File: src/rtl/sdram_cmd_seq.sv
// Closed-page SDRAM command sequencer: power-up init, one access at a time, periodic auto-refresh.
// Command, bank, address and mask pins are all registered. Assumes TRCD, TRP, TRFC >= 2 and CL, TWR >= 1.
//
// state       | meaning
// ------------+------------------------------------------------------------
// INIT_WAIT   | post-reset NOP wait (first cycle after reset shows DESEL)
// INIT_PRE    | precharge-all command
// INIT_RP     | precharge period, TRP-1 NOPs
// INIT_REF    | init refresh command (issued twice)
// INIT_RFC    | refresh cycle time, TRFC-1 NOPs
// INIT_MRS    | mode register set with MODE
// IDLE        | waiting for a request or a pending refresh
// ACT         | row activate
// RCD         | ACT-to-column delay, TRCD-1 NOPs
// RW          | read or write command
// RWAIT       | CAS latency (read) or write recovery (write)
// PRE         | single-bank precharge closing the row
// RP          | precharge period, TRP NOPs
// REF         | periodic refresh command
// RFC         | refresh cycle time, TRFC-1 NOPs
module sdram_cmd_seq #(
  parameter int unsigned INIT_WAIT = 16,
  parameter int unsigned TRCD      = 2,
  parameter int unsigned CL        = 2,
  parameter int unsigned TWR       = 2,
  parameter int unsigned TRP       = 2,
  parameter int unsigned TRFC      = 6,
  parameter int unsigned TREFI     = 64,
  parameter logic [11:0] MODE      = 12'h022
) (
  input  logic        clk,
  input  logic        reset,
  input  logic        req_valid,
  output logic        req_ready,
  input  logic        req_write,
  input  logic [1:0]  req_bank,
  input  logic [11:0] req_row,
  input  logic [9:0]  req_col,
  input  logic [7:0]  req_mask,
  output logic        rsp_done,
  output logic        init_done,
  output logic        ref_overrun,
  output logic        sd_cs_,
  output logic        sd_ras_,
  output logic        sd_cas_,
  output logic        sd_we_,
  output logic [1:0]  sd_ba,
  output logic [11:0] sd_adrs,
  output logic [7:0]  sd_dqm_l
);

  localparam int TW = 16;

  localparam logic [3:0] CMD_DESEL = 4'b1111;
  localparam logic [3:0] CMD_NOP   = 4'b0111;
  localparam logic [3:0] CMD_ACT   = 4'b0011;
  localparam logic [3:0] CMD_RD    = 4'b0101;
  localparam logic [3:0] CMD_WR    = 4'b0100;
  localparam logic [3:0] CMD_PRE   = 4'b0010;
  localparam logic [3:0] CMD_REF   = 4'b0001;
  localparam logic [3:0] CMD_MRS   = 4'b0000;

  typedef enum logic [3:0] {
    ST_INIT_WAIT, ST_INIT_PRE, ST_INIT_RP, ST_INIT_REF, ST_INIT_RFC, ST_INIT_MRS,
    ST_IDLE, ST_ACT, ST_RCD, ST_RW, ST_RWAIT, ST_PRE, ST_RP, ST_REF, ST_RFC
  } state_t;

  state_t          state, state_nx;
  logic [TW-1:0]   tmr, tmr_nx;
  logic            init_ref2, init_ref2_nx;
  logic [TW-1:0]   ref_cnt;
  logic            ref_pend;
  logic            ref_wrap, ref_issue, accept;
  logic [3:0]      cmd_q, cmd_nx;
  logic [1:0]      ba_nx;
  logic [11:0]     adrs_nx;
  logic [7:0]      dqm_nx;
  logic            wr_q;
  logic [1:0]      bank_q;
  logic [9:0]      col_q;
  logic [7:0]      mask_q;

  assign req_ready = (state == ST_IDLE) && !ref_pend;
  assign accept    = req_valid && req_ready;
  assign ref_issue = (state == ST_IDLE) && ref_pend;
  assign ref_wrap  = init_done && (ref_cnt == TW'(TREFI - 1));
  assign {sd_cs_, sd_ras_, sd_cas_, sd_we_} = cmd_q;

  always_comb begin
    state_nx     = state;
    tmr_nx       = (tmr == '0) ? '0 : tmr - 1'b1;
    init_ref2_nx = init_ref2;
    case (state)
      ST_INIT_WAIT: if (tmr == '0) state_nx = ST_INIT_PRE;
      ST_INIT_PRE: begin
        state_nx = ST_INIT_RP;
        tmr_nx   = TW'(TRP - 2);
      end
      ST_INIT_RP:   if (tmr == '0) state_nx = ST_INIT_REF;
      ST_INIT_REF: begin
        state_nx = ST_INIT_RFC;
        tmr_nx   = TW'(TRFC - 2);
      end
      ST_INIT_RFC: begin
        if (tmr == '0) begin
          state_nx     = init_ref2 ? ST_INIT_MRS : ST_INIT_REF;
          init_ref2_nx = 1'b1;
        end
      end
      ST_INIT_MRS:  state_nx = ST_IDLE;
      ST_IDLE: begin
        // a due refresh always wins over a waiting request
        if (ref_pend)       state_nx = ST_REF;
        else if (req_valid) state_nx = ST_ACT;
      end
      ST_ACT: begin
        state_nx = ST_RCD;
        tmr_nx   = TW'(TRCD - 2);
      end
      ST_RCD:       if (tmr == '0) state_nx = ST_RW;
      ST_RW: begin
        state_nx = ST_RWAIT;
        tmr_nx   = wr_q ? TW'(TWR - 1) : TW'(CL - 1);
      end
      ST_RWAIT:     if (tmr == '0) state_nx = ST_PRE;
      ST_PRE: begin
        state_nx = ST_RP;
        tmr_nx   = TW'(TRP - 1);
      end
      ST_RP:        if (tmr == '0) state_nx = ST_IDLE;
      ST_REF: begin
        state_nx = ST_RFC;
        tmr_nx   = TW'(TRFC - 2);
      end
      ST_RFC:       if (tmr == '0) state_nx = ST_IDLE;
      default:      state_nx = ST_INIT_WAIT;
    endcase

    // pins are registered, so they are decoded from the state being entered
    cmd_nx  = CMD_NOP;
    ba_nx   = sd_ba;
    adrs_nx = sd_adrs;
    dqm_nx  = 8'hFF;
    case (state_nx)
      ST_INIT_PRE: begin
        cmd_nx  = CMD_PRE;
        adrs_nx = 12'h400;
      end
      ST_INIT_REF, ST_REF: cmd_nx = CMD_REF;
      ST_INIT_MRS: begin
        cmd_nx  = CMD_MRS;
        ba_nx   = 2'b00;
        adrs_nx = MODE;
      end
      ST_ACT: begin
        cmd_nx  = CMD_ACT;
        ba_nx   = req_bank;
        adrs_nx = req_row;
      end
      ST_RW: begin
        cmd_nx  = wr_q ? CMD_WR : CMD_RD;
        ba_nx   = bank_q;
        adrs_nx = {2'b00, col_q};
        dqm_nx  = wr_q ? mask_q : 8'h00;
      end
      ST_RWAIT: dqm_nx = wr_q ? 8'hFF : 8'h00;
      ST_PRE: begin
        cmd_nx  = CMD_PRE;
        ba_nx   = bank_q;
        adrs_nx = 12'h000;
      end
      default: ;
    endcase
  end

  always_ff @(posedge clk) begin
    if (reset) begin
      state       <= ST_INIT_WAIT;
      tmr         <= TW'(INIT_WAIT);
      init_ref2   <= 1'b0;
      cmd_q       <= CMD_DESEL;
      sd_ba       <= 2'b00;
      sd_adrs     <= 12'h000;
      sd_dqm_l    <= 8'hFF;
      rsp_done    <= 1'b0;
      init_done   <= 1'b0;
      ref_cnt     <= '0;
      ref_pend    <= 1'b0;
      ref_overrun <= 1'b0;
    end else begin
      state     <= state_nx;
      tmr       <= tmr_nx;
      init_ref2 <= init_ref2_nx;
      cmd_q     <= cmd_nx;
      sd_ba     <= ba_nx;
      sd_adrs   <= adrs_nx;
      sd_dqm_l  <= dqm_nx;
      rsp_done  <= (state == ST_RP) && (state_nx == ST_IDLE);
      if (state_nx == ST_IDLE) init_done <= 1'b1;
      if (init_done) ref_cnt <= ref_wrap ? '0 : ref_cnt + 1'b1;
      // a REF going out on the wrap edge consumes the old request, so no overrun
      if (ref_wrap && ref_pend && !ref_issue) ref_overrun <= 1'b1;
      ref_pend <= ref_wrap || (ref_pend && !ref_issue);
    end
  end

  always_ff @(posedge clk) begin
    if (accept) begin
      wr_q   <= req_write;
      bank_q <= req_bank;
      col_q  <= req_col;
      mask_q <= req_mask;
    end
  end

endmodule

File: config.mk
export PLATFORM = sky130hd
export DESIGN_NAME = sdram_cmd_seq
export DESIGN_NICKNAME = d
export VERILOG_FILES = /design/src/rtl/sdram_cmd_seq.sv
export SDC_FILE = /design/constraint.sdc
export NUM_CORES = 1
export LEC_CHECK = 0
export CAP_MARGIN = 20
export CORE_UTILIZATION = 55
export DETAILED_ROUTE_END_ITERATION = 16
export GPL_TIMING_DRIVEN = 0
export PLACE_DENSITY = 0.83
export SYNTH_ARGS = -nofsm -noshare
export SYNTH_HDL_FRONTEND = slang
export SYNTH_SLANG_ARGS = --single-unit
File: constraint.sdc
create_clock -name clk -period 5.75 [get_ports clk]
set_clock_uncertainty 0.1 [all_clocks]
set_input_delay 1.15 -clock clk [delete_from_list [all_inputs] [get_ports clk]]
set_output_delay 1.15 -clock clk [all_outputs]
set_load 0.01 [all_outputs]
==> key figures, run 1 <==
Status
  • Status: completed

Synth
  • Area leader, netlist: dfxtp_1
  • EDFF count, synth: 21
  • Sequential fraction of the synthesis area: 54.6%
  • Top cells by count, synth: dfxtp_1 (67), nor2_1 (49), nand2_1 (24)
  • Mapped Avg Cell Area: 10.4 um2
  • Ys Warns: 0
  • Post-synthesis register bit count: just under 90
  • Distinct cells, synth: 58
  • Top-area cell type share of the netlist area: 37.1%
  • Cell with the most instances after synthesis: dfxtp_1
  • Fraction of registers with async set/reset: 0%
  • Syn Inst Count: roughly 350
  • Top post-synthesis cells by area: dfxtp_1 (37%), edfxtp_1 (17%), nor2_1 (5.1%)
  • Post-synth net total: 386
  • Mapped Area: 3610 um2
  • Top_reg_cell synth: dfxtp_1

STA
  • Fmax: 302 MHz
  • Max Slew Vio Count: 0
  • Final Cycle Share: 57.6%
  • Slew at the pin with the worst max-slew slack: 781 ps
  • Fin crit period: 3310 ps
  • Final setup fails: 0
  • Max transition margin: about 47%
  • Hold_ws: 377 ps
  • Setup TNS: 0 ps
  • RSZ-0062 raised after global routing: false
  • Final hold vios: 0

Final layout
  • Final instance area: 4560 um2
  • # diodes: 0
  • Layout Nets: between 400 and 500
  • Post-Route Utilization: between 70% and 80%
  • Fin cells: 506
  • Ratio of cells with drive above 1 in the final layout: 11.9%
  • Layout area overhead: 26.2%

Placement
  • I/O Buffers: 65
  • Routability congestion estimate from global placement: roughly 0.81
  • HPWL Detailed: between 5000 and 6000 um
  • DP Area: 4360 um2
  • Placed Instances: 490

Die
  • Die Wd: 83.0 um
  • Core region area: about 6300 um2
  • Vertical die dimension: 83.0 um
  • Ports: 66
  • Starting Density: between 50 and 60%
  • Die area: 6890 um2
  • Row count: 29

Drt
  • Iter 0 DRT Violations: ~200
  • Pre-Repair DR Iteration Count: 4
  • Post-DRT Antenna Nets: 0
  • WL/cell: 15.2 um
  • Vias: 2878
  • Via/cell ratio: 5.69
  • DRC: 0
  • Routed wire length: 7690 um

Setup path
  • Cell family with most CP delay: simple AND/OR/NAND/NOR gates
  • Critical path arrival: about 3500 ps
  • Worst stage delay on the critical path: 540 ps
  • Crit. End Element: register
  • Worst-path cell chain: inv_1, ha_1, or4b_1, or4_4, buf_6, o31ai_4, nand4_2, a31oi_1, buf_4, a221o_2
  • Worst setup SP type: register
  • CP required: 5940 ps
  • Slowest cell on the critical path: or4_4
  • Reg2Reg Setup Slack: around 2400 ps
  • WS Path Type: reg -> reg
  • Worst path bufs/invs: 3
  • Crit Path Max Fanout: 10

Global route
  • Global Route Usage Sum: 23.4%
  • Vias in the first global route: around 2800
  • First-pass GRT wire length: 12900 um
  • Largest net degree at the start of global routing: 31
  • Gr ovfl total: 0
  • Antenna violations before repair: 0

Clock tree
  • Clock root cell: clkbuf_8
  • Clock latency on the worst-skew pair: ~350 ps
  • Max Root-Sink Buffers: 2
  • Clock buffer count from CTS: 9
  • CTS Hold Buffers Added: 0
  • Clk slew on worst S/H paths: 90 ps
  • CTS tree: done
  • Total clock sinks: 88
  • CTS H-tree lvls: 3
  • Post-CTS sizing: 0
  • Post-CTS Setup Inserts: 0

Power
  • Peak VDD IR: between 0.0002 and 0.00025 V
  • Leakage: 1.65 nW
  • P per Cell Area: 332 nW/um2

Min path
  • Worst Hold Class: reg -> reg

Run
  • Maxcap violations: 0
## worst register-to-register path: stages, from the launching register on
cell     delay [ps]
dfxtp_1         330
inv_1            70
ha_1            210
or4b_1          500
or4_4           540
buf_6           160
o31ai_4         450
nand4_2         190
a31oi_1         300
buf_4           230
a221o_2         170
## routing by layer
metal  up-vias  global-route usage [%]  share of wire [%]
met2        84                    38.2                 49
met4         0                    14.6                3.8
met1      1359                    28.7                 43
met5         -                       0                  0
met3        25                    4.08                3.9
li1       1410                       -                  -
## sequential cells by signal, summed over array words and instances (netlist names), 2 cells and up
name      count
state         4
tmr          16
sd_ba         2
ref_cnt      16
cmd_q         4
sd_adrs      12
sd_dqm_l      8
mask_q        8
bank_q        2
col_q        10
## area by class of cell
class	instances	area, um2
inverter	5	18.8
timing repair buffer	65	651
clock buffer	11	141
sequential	88	1970
tap	77	96.3
clock inverter	5	56.3
fill	477	1790
buffer	14	100
multi-input combinational	241	1520
## kinds of logic (layout without fill, tap and decap cells)
group / Yosys count / after routing / share of synthesized area [%]
AOI/OAI and AO/OA: 70 / 70 / 14.2
xor gates and xnor gates: 29 / 29 / 7.03
adders and majority gates: 2 / 2 / 0.693
buffers and inverters: 19 / 100 / 3.29
DFF: 88 / 88 / 54.6
and+or+nand+nor: 140 / 140 / 20.1
## where the power goes
group          internal (W)  switching (W)  total [W]  leakage [nW]
Combinational      0.000167       0.000194   0.000361         0.816
Clock              0.000213       0.000215   0.000428        0.0997
Sequential         0.000681      0.0000416   0.000723         0.731
Total               0.00106       0.000450    0.00151          1.65
## worst paths after layout
kind                 start          to  cells after the start
setup / recovery    tmr[0]  sd_adrs[2]                     10
hold / removal    col_q[3]  sd_adrs[3]                      1
setup reg to reg    tmr[0]  sd_adrs[2]                     10
hold reg to reg   col_q[3]  sd_adrs[3]                      1
## placed cells by master (no fill, tap or decap), types with 3 or more instances in the layout
cell type,instances
nand3b_1,3
clkbuf_8,10
dfxtp_1,67
or4_1,3
nand4_1,5
xor2_1,15
and3_1,10
clkdlybuf4s50_1,65
nand2b_1,3
buf_6,5
edfxtp_1,21
a221o_2,9
a21oi_1,20
clkbuf_1,6
nor4_1,6
o21ai_0,17
nand3_1,13
nor2_1,49
inv_1,5
nand2_1,24
xnor2_1,14
nor3_1,4
## through the flow
stage / worst slack (ps) / total power, W
finish: 2440 / 0.00151
global route: 2280 / 0.00159
CTS: 2450 / 0.00152
detailed placement: 2460 / 0.00109
global placement: 2530 / 0.00108
floorplan: 2830 / 0.000989
Power figures use the tool's default switching activity.
==> run 2, diff against run 1 <==
CORE_UTILIZATION = 47   (was 55)
PLACE_DENSITY = 0.76   (was 0.83)
clock period = 3.03 ns   (was 5.75 ns; I/O delays follow)
==> key figures, run 2 (synthesized netlist as in run 1, its figures left out) <==
Drt
  • Pre-Repair DR Iteration Count: 4
  • Post-DRT Antenna Nets: 0
  • Met2 Wirelength: 4040 um
  • Routed length on met1: ~3300 um
  • DR WL met3: 321 um
  • Vias: 2820
  • Via/cell ratio: 5.30
  • DRC: 0
  • WL/cell: 14.6 um
  • Top sig layer: met4
  • Iter 0 DRT Violations: 152
  • Routed wire length: just under 8000 um

Setup path
  • Worst stage delay on the critical path: 540 ps
  • CP endpoint: sd_adrs[1]
  • Worst path bufs/invs: 2
  • Reg2Reg Setup Slack: 70 ps
  • CP required: approximately 3200 ps
  • Cell depth of the worst setup path: 9
  • Critical path arrival: 3160 ps
  • Cell family with most CP delay: simple AND/OR/NAND/NOR gates
  • Slowest cell on the critical path: or4_4
  • Worst setup SP type: register
  • Crit. End Element: register
  • FF-to-FF End: sd_adrs[1]
  • WS Path Type: reg -> reg
  • CP Launch Point: tmr[1]
  • Crit Path Max Fanout: 9
  • Worst-path cell chain: inv_2, ha_4, or4b_4, or4_4, buf_12, o31a_4, or3_4, nor2_4, a221o_1
  • Reg2reg start: tmr[1]
  • Worst Reg-to-Reg Cells: 9

Clock tree
  • Clk slew on worst S/H paths: 90 ps
  • Clock buffer count from CTS: 9
  • Clock latency on the worst-skew pair: 360 ps
  • CTS tree: done
  • Max Root-Sink Buffers: 2
  • CTS Hold Buffers Added: 0
  • Clock root cell: clkbuf_8
  • Total clock sinks: slightly below 90
  • CTS H-tree lvls: 3

Power
  • Leakage: 1.68 nW
  • Int Pwr: 0.00199 W
  • Comb pwr share: 26.4%
  • Peak VDD IR: between 0.0002 and 0.00025 V
  • Power Total: 0.00292 W
  • NetSw: around 0.00093 W
  • P per Cell Area: roughly 620 nW/um2
  • Clock network power share: 26.4%
  • Switching Fraction: 31.8%
  • Flop pwr share: 47.2%

STA
  • Final Cycle Share: 97.7%
  • Fin crit period: ~3000 ps
  • Setup TNS: 0 ps
  • Final hold vios: 0
  • Final setup fails: 0
  • Max Slew Vio Count: 0
  • Slew at the pin with the worst max-slew slack: 635 ps
  • Max transition margin: between 50 and 60%
  • Fmax: 338 MHz
  • RSZ-0062 raised after global routing: true
  • Post-route setup slack: 69.3 ps

Final layout
  • Regs by FF count: ref_cnt x16, tmr x16, sd_adrs x12
  • # diodes: 0
  • # fillers: ~580
  • Ratio of cells with drive above 1 in the final layout: 15.2%
  • Commonest cells after routing, fill and taps aside: dfxtp_1 (65), clkdlybuf4s50_1 (65), nor2_1 (49)
  • Layout area overhead: 30.1%
  • Post-Route Utilization: between 60% and 70%
  • Layout Nets: 466

Global route
  • Global Route Usage Sum: 20.8%
  • Vias in the first global route: roughly 2700
  • Gr ovfl total: 0
  • Largest net degree at the start of global routing: 31
  • Antenna violations before repair: 0
  • First-pass GRT wire length: 12500 um

Placement
  • I/O Buffers: 65
  • Setup WS pre-CTS: -207 ps
  • Routability congestion estimate from global placement: between 0.8 and 0.9
  • HPWL Detailed: 5220 um

Die
  • Starting Density: between 40% and 50%
  • Die area: 8040 um2
  • Ports: 66
  • Die Wd: 89.7 um
  • Core region area: 7330 um2
  • Vertical die dimension: between 80 and 90 um
  • Row count: 31

Status
  • Status: completed

Min path
  • Worst Hold Class: reg -> reg

Run
  • Maxcap violations: 0
## run 2: stage by stage
step	instances	cell area [um2]	hold slack [ps]
after global routing	532	4700	397
final	532	4700	376
after floorplan	348	3610	341
after detailed placement	512	4390	360
after global placement	512	4390	353
after CTS	532	4660	379
## run 2: routing by layer
metal / GRT usage, % / vias to the layer above
li1: - / 1422
met1: 25.1 / 1328
met2: 35.7 / 64
met3: 5.21 / 6
met4: 8.37 / 0
met5: 0 / -
## run 2: final cells by class
class | instances | area, um2 | share of cell area (%)
Sequential cell | 88 | 1970 | 42.0
Buffer | 13 | 108 | 2.29
Timing Repair Buffer | 69 | 684 | 14.6
Tap cell | 99 | 124 | 2.64
Clock inverter | 6 | 51.3 | 1.09
Clock buffer | 10 | 138 | 2.93
Multi-Input combinational cell | 242 | 1600 | 34.1
Inverter | 5 | 18.8 | 0.399
## run 2: timing repair
| action | CTS | global route |
|---|---|---|
| hold endpoints to repair | 0 | 0 |
| gates cloned | 1 | 0 |
| buffers inserted | 3 | 1 |
| setup endpoints to repair | 20 | 23 |
| gates resized for setup | 13 | 12 |
| pin swaps | 4 | 5 |
## run 2: worst min path at each step
| stage | slack (ps) | from | cells after the start | end |
|---|---|---|---|---|
| 2_1_floorplan | 340 | init_ref2 | 2 | init_ref2 |
| 3_3_place_gp | 350 | col_q[0] | 1 | sd_adrs[0] |
| 3_5_place_dp | 360 | col_q[5] | 1 | sd_adrs[5] |
| 4_1_cts | 380 | col_q[5] | 1 | sd_adrs[5] |
| 5_1_grt | 400 | col_q[2] | 1 | sd_adrs[2] |
| 6_report | 380 | col_q[5] | 1 | sd_adrs[5] |
## run 2: power groups by stage
stage	Combinational (W)	Clock [W]	Sequential, W
after detailed placement	0.000673	0	0.00140
after global placement	0.000657	0	0.00139
after global routing	0.000853	0.000841	0.00139
final	0.000771	0.000772	0.00138
after CTS	0.000726	0.000791	0.00137
after floorplan	0.000489	0	0.00139
==> run 3, diff against run 2 <==
CORE_UTILIZATION = 52   (was 47)
PLACE_DENSITY = 0.79   (was 0.76)
clock period = 3 ns   (was 3.03 ns; I/O delays follow)
==> key figures, run 3 (synthesized netlist as in run 1, its figures left out) <==
Power
  • Peak VDD IR: 0.000270 V
  • P per Cell Area: approximately 650 nW/um2
  • Flop pwr share: 45.0%
  • Leakage: 1.72 nW
  • Switching Fraction: 30.4%
  • Power Total: 0.00309 W
  • Clock network power share: between 20% and 30%
  • NetSw: 0.000939 W
  • Comb pwr share: 27.2%
  • Int Pwr: 0.00215 W

Status
  • Status: finished with violations
  • Failing checks: design-rule violations, negative setup slack

Min path
  • Hold path depth: 1
  • Min-Delay Startpoint: col_q[0]
  • Worst Hold Class: reg -> reg
  • WHS Endpoint: sd_adrs[0]

Clock tree
  • Max Root-Sink Buffers: 2
  • Clock latency on the worst-skew pair: 360 ps
  • CTS Hold Buffers Added: 0
  • Clock buffer count from CTS: 9
  • Total clock sinks: slightly below 90
  • CTS tree: done
  • Clk slew on worst S/H paths: 90 ps
  • Clock root cell: clkbuf_8
  • CTS H-tree lvls: 3

Final layout
  • Ratio of cells with drive above 1 in the final layout: about 17%
  • Commonest non-fill, non-tap cell in the layout: dfxtp_1
  • Commonest cells after routing, fill and taps aside: dfxtp_1 (66), clkdlybuf4s50_1 (65), nor2_1 (49)
  • Fin cells: 521
  • Post-Route Utilization: 70.3%
  • Layout area overhead: 31.6%
  • Regs by FF count: ref_cnt x16, tmr x16, sd_adrs x12
  • Layout Nets: 474
  • # diodes: 0

Setup path
  • Critical path arrival: between 3000 and 4000 ps
  • Worst Reg-to-Reg Cells: 10
  • FF-to-FF End: sd_adrs[8]
  • Worst setup SP type: register
  • Crit Path Max Fanout: 7
  • WS Path Type: reg -> reg
  • Worst-path cell chain: inv_2, ha_4, or4b_4, or4_4, buf_8, o31ai_4, buf_4, or3_4, nor2_4, a221o_2
  • Reg2reg start: tmr[0]
  • CP required: about 3100 ps
  • Slowest cell on the critical path: or4_4
  • Worst stage delay on the critical path: 550 ps
  • Crit. End Element: register
  • Reg2Reg Setup Slack: -90 ps

Drt
  • DRC: 1
  • WL/cell: 15.6 um
  • Via/cell ratio: between 5 and 6
  • Vias: 2892
  • Pre-Repair DR Iteration Count: 10
  • Routed wire length: 8110 um
  • Iter 0 DRT Violations: 194
  • Post-DRT Antenna Nets: 0

Placement
  • HPWL Detailed: around 5200 um
  • I/O Buffers: 65
  • Routability congestion estimate from global placement: 0.813
  • Placed Instances: 493

STA
  • Final Cycle Share: 103%
  • Fin crit period: slightly above 3000 ps
  • Slew at the pin with the worst max-slew slack: between 600 and 700 ps
  • Final hold vios: 0
  • Hold_ws: 379 ps
  • Post-route setup slack: -87.9 ps
  • Max transition margin: 54.9%
  • Fmax: 324 MHz
  • Final setup fails: 10
  • RSZ-0062 raised after global routing: true
  • Max Slew Vio Count: 0

Global route
  • First-pass GRT wire length: 12700 um
  • Vias in the first global route: 2698
  • Global Route Usage Sum: 22.3%
  • Gr ovfl total: 0
  • Largest net degree at the start of global routing: 31
  • Antenna violations before repair: 0

Die
  • Ports: 66
  • Die area: 7280 um2
  • Starting Density: 53.4%
  • Die Wd: 85.3 um
  • Row count: 30
  • Core region area: 6760 um2
  • Vertical die dimension: 85.3 um

Run
  • Maxcap violations: 0
[run 3: cell count changes in the layout (fill, tap and decap cells not counted), sizes merged]
| cell | previous run | this run |
|---|---|---|
| clkbuf | 16 | 18 |
| clkinvlp | 1 | 0 |
| clkinv | 3 | 2 |
| inv | 7 | 6 |
| buf | 11 | 19 |
| bufinv | 0 | 1 |
[run 3: routing by layer]
metal	track usage (%)	vias to the layer above	wire (um)
met5	0	-	0
met4	12.1	0	246
met3	3.11	21	276
met2	37.2	83	3940
met1	28.0	1359	3650
li1	-	1429	-
[run 3: critical path, delay by kind of cell, from the launching register on]
family	cells	cell delay (ps)
simple gates	4	1230
compound gates	2	740
buf+inv	3	430
fa+ha+maj	1	130
flops	1	340
[run 3: layout make-up]
type	instances	area, um2
clock inverter	4	51.3
fill	502	2000
tap	80	100
buffer	13	98.8
timing repair buffer	77	748
clock buffer	12	155
multi-input combinational	242	1610
inverter	5	18.8
sequential	88	1970
[run 3: worst max path at each step]
stage,startpoint,endpoint,slack [ps]
final,tmr[0],sd_adrs[8],-90
after global routing,tmr[0],sd_adrs[8],-150
after CTS,tmr[1],sd_adrs[2],0.2
after detailed placement,tmr[0],sd_adrs[8],-210
after global placement,tmr[0],sd_adrs[2],-180
after floorplan,tmr[0],sd_adrs[0],80
[run 3: through the flow]
stage | setup slack, ps | area, um2 | setup TNS, ps
4_1_cts | 0.225 | 4700 | 0
2_1_floorplan | 81.0 | 3610 | 0
5_1_grt | -149 | 4750 | -1600
3_3_place_gp | -184 | 4360 | -2320
3_5_place_dp | -212 | 4360 | -3170
6_report | -87.9 | 4750 | -467
[run 3: timing repair]
action | 4_1_cts | 5_1_grt
setup endpoints to repair | 22 | 24
setup buffers | 8 | 3
pin swaps | 6 | 12
resized for setup | 16 | 9
cloned | 2 | 0
[run 3: power groups by stage]
stage | clock network, W | registers (W) | logic [W]
floorplan | 0 | 0.00140 | 0.000494
global placement | 0 | 0.00141 | 0.000661
detailed placement | 0 | 0.00141 | 0.000676
CTS | 0.000860 | 0.00138 | 0.000774
global route | 0.000900 | 0.00140 | 0.000910
finish | 0.000860 | 0.00139 | 0.000840
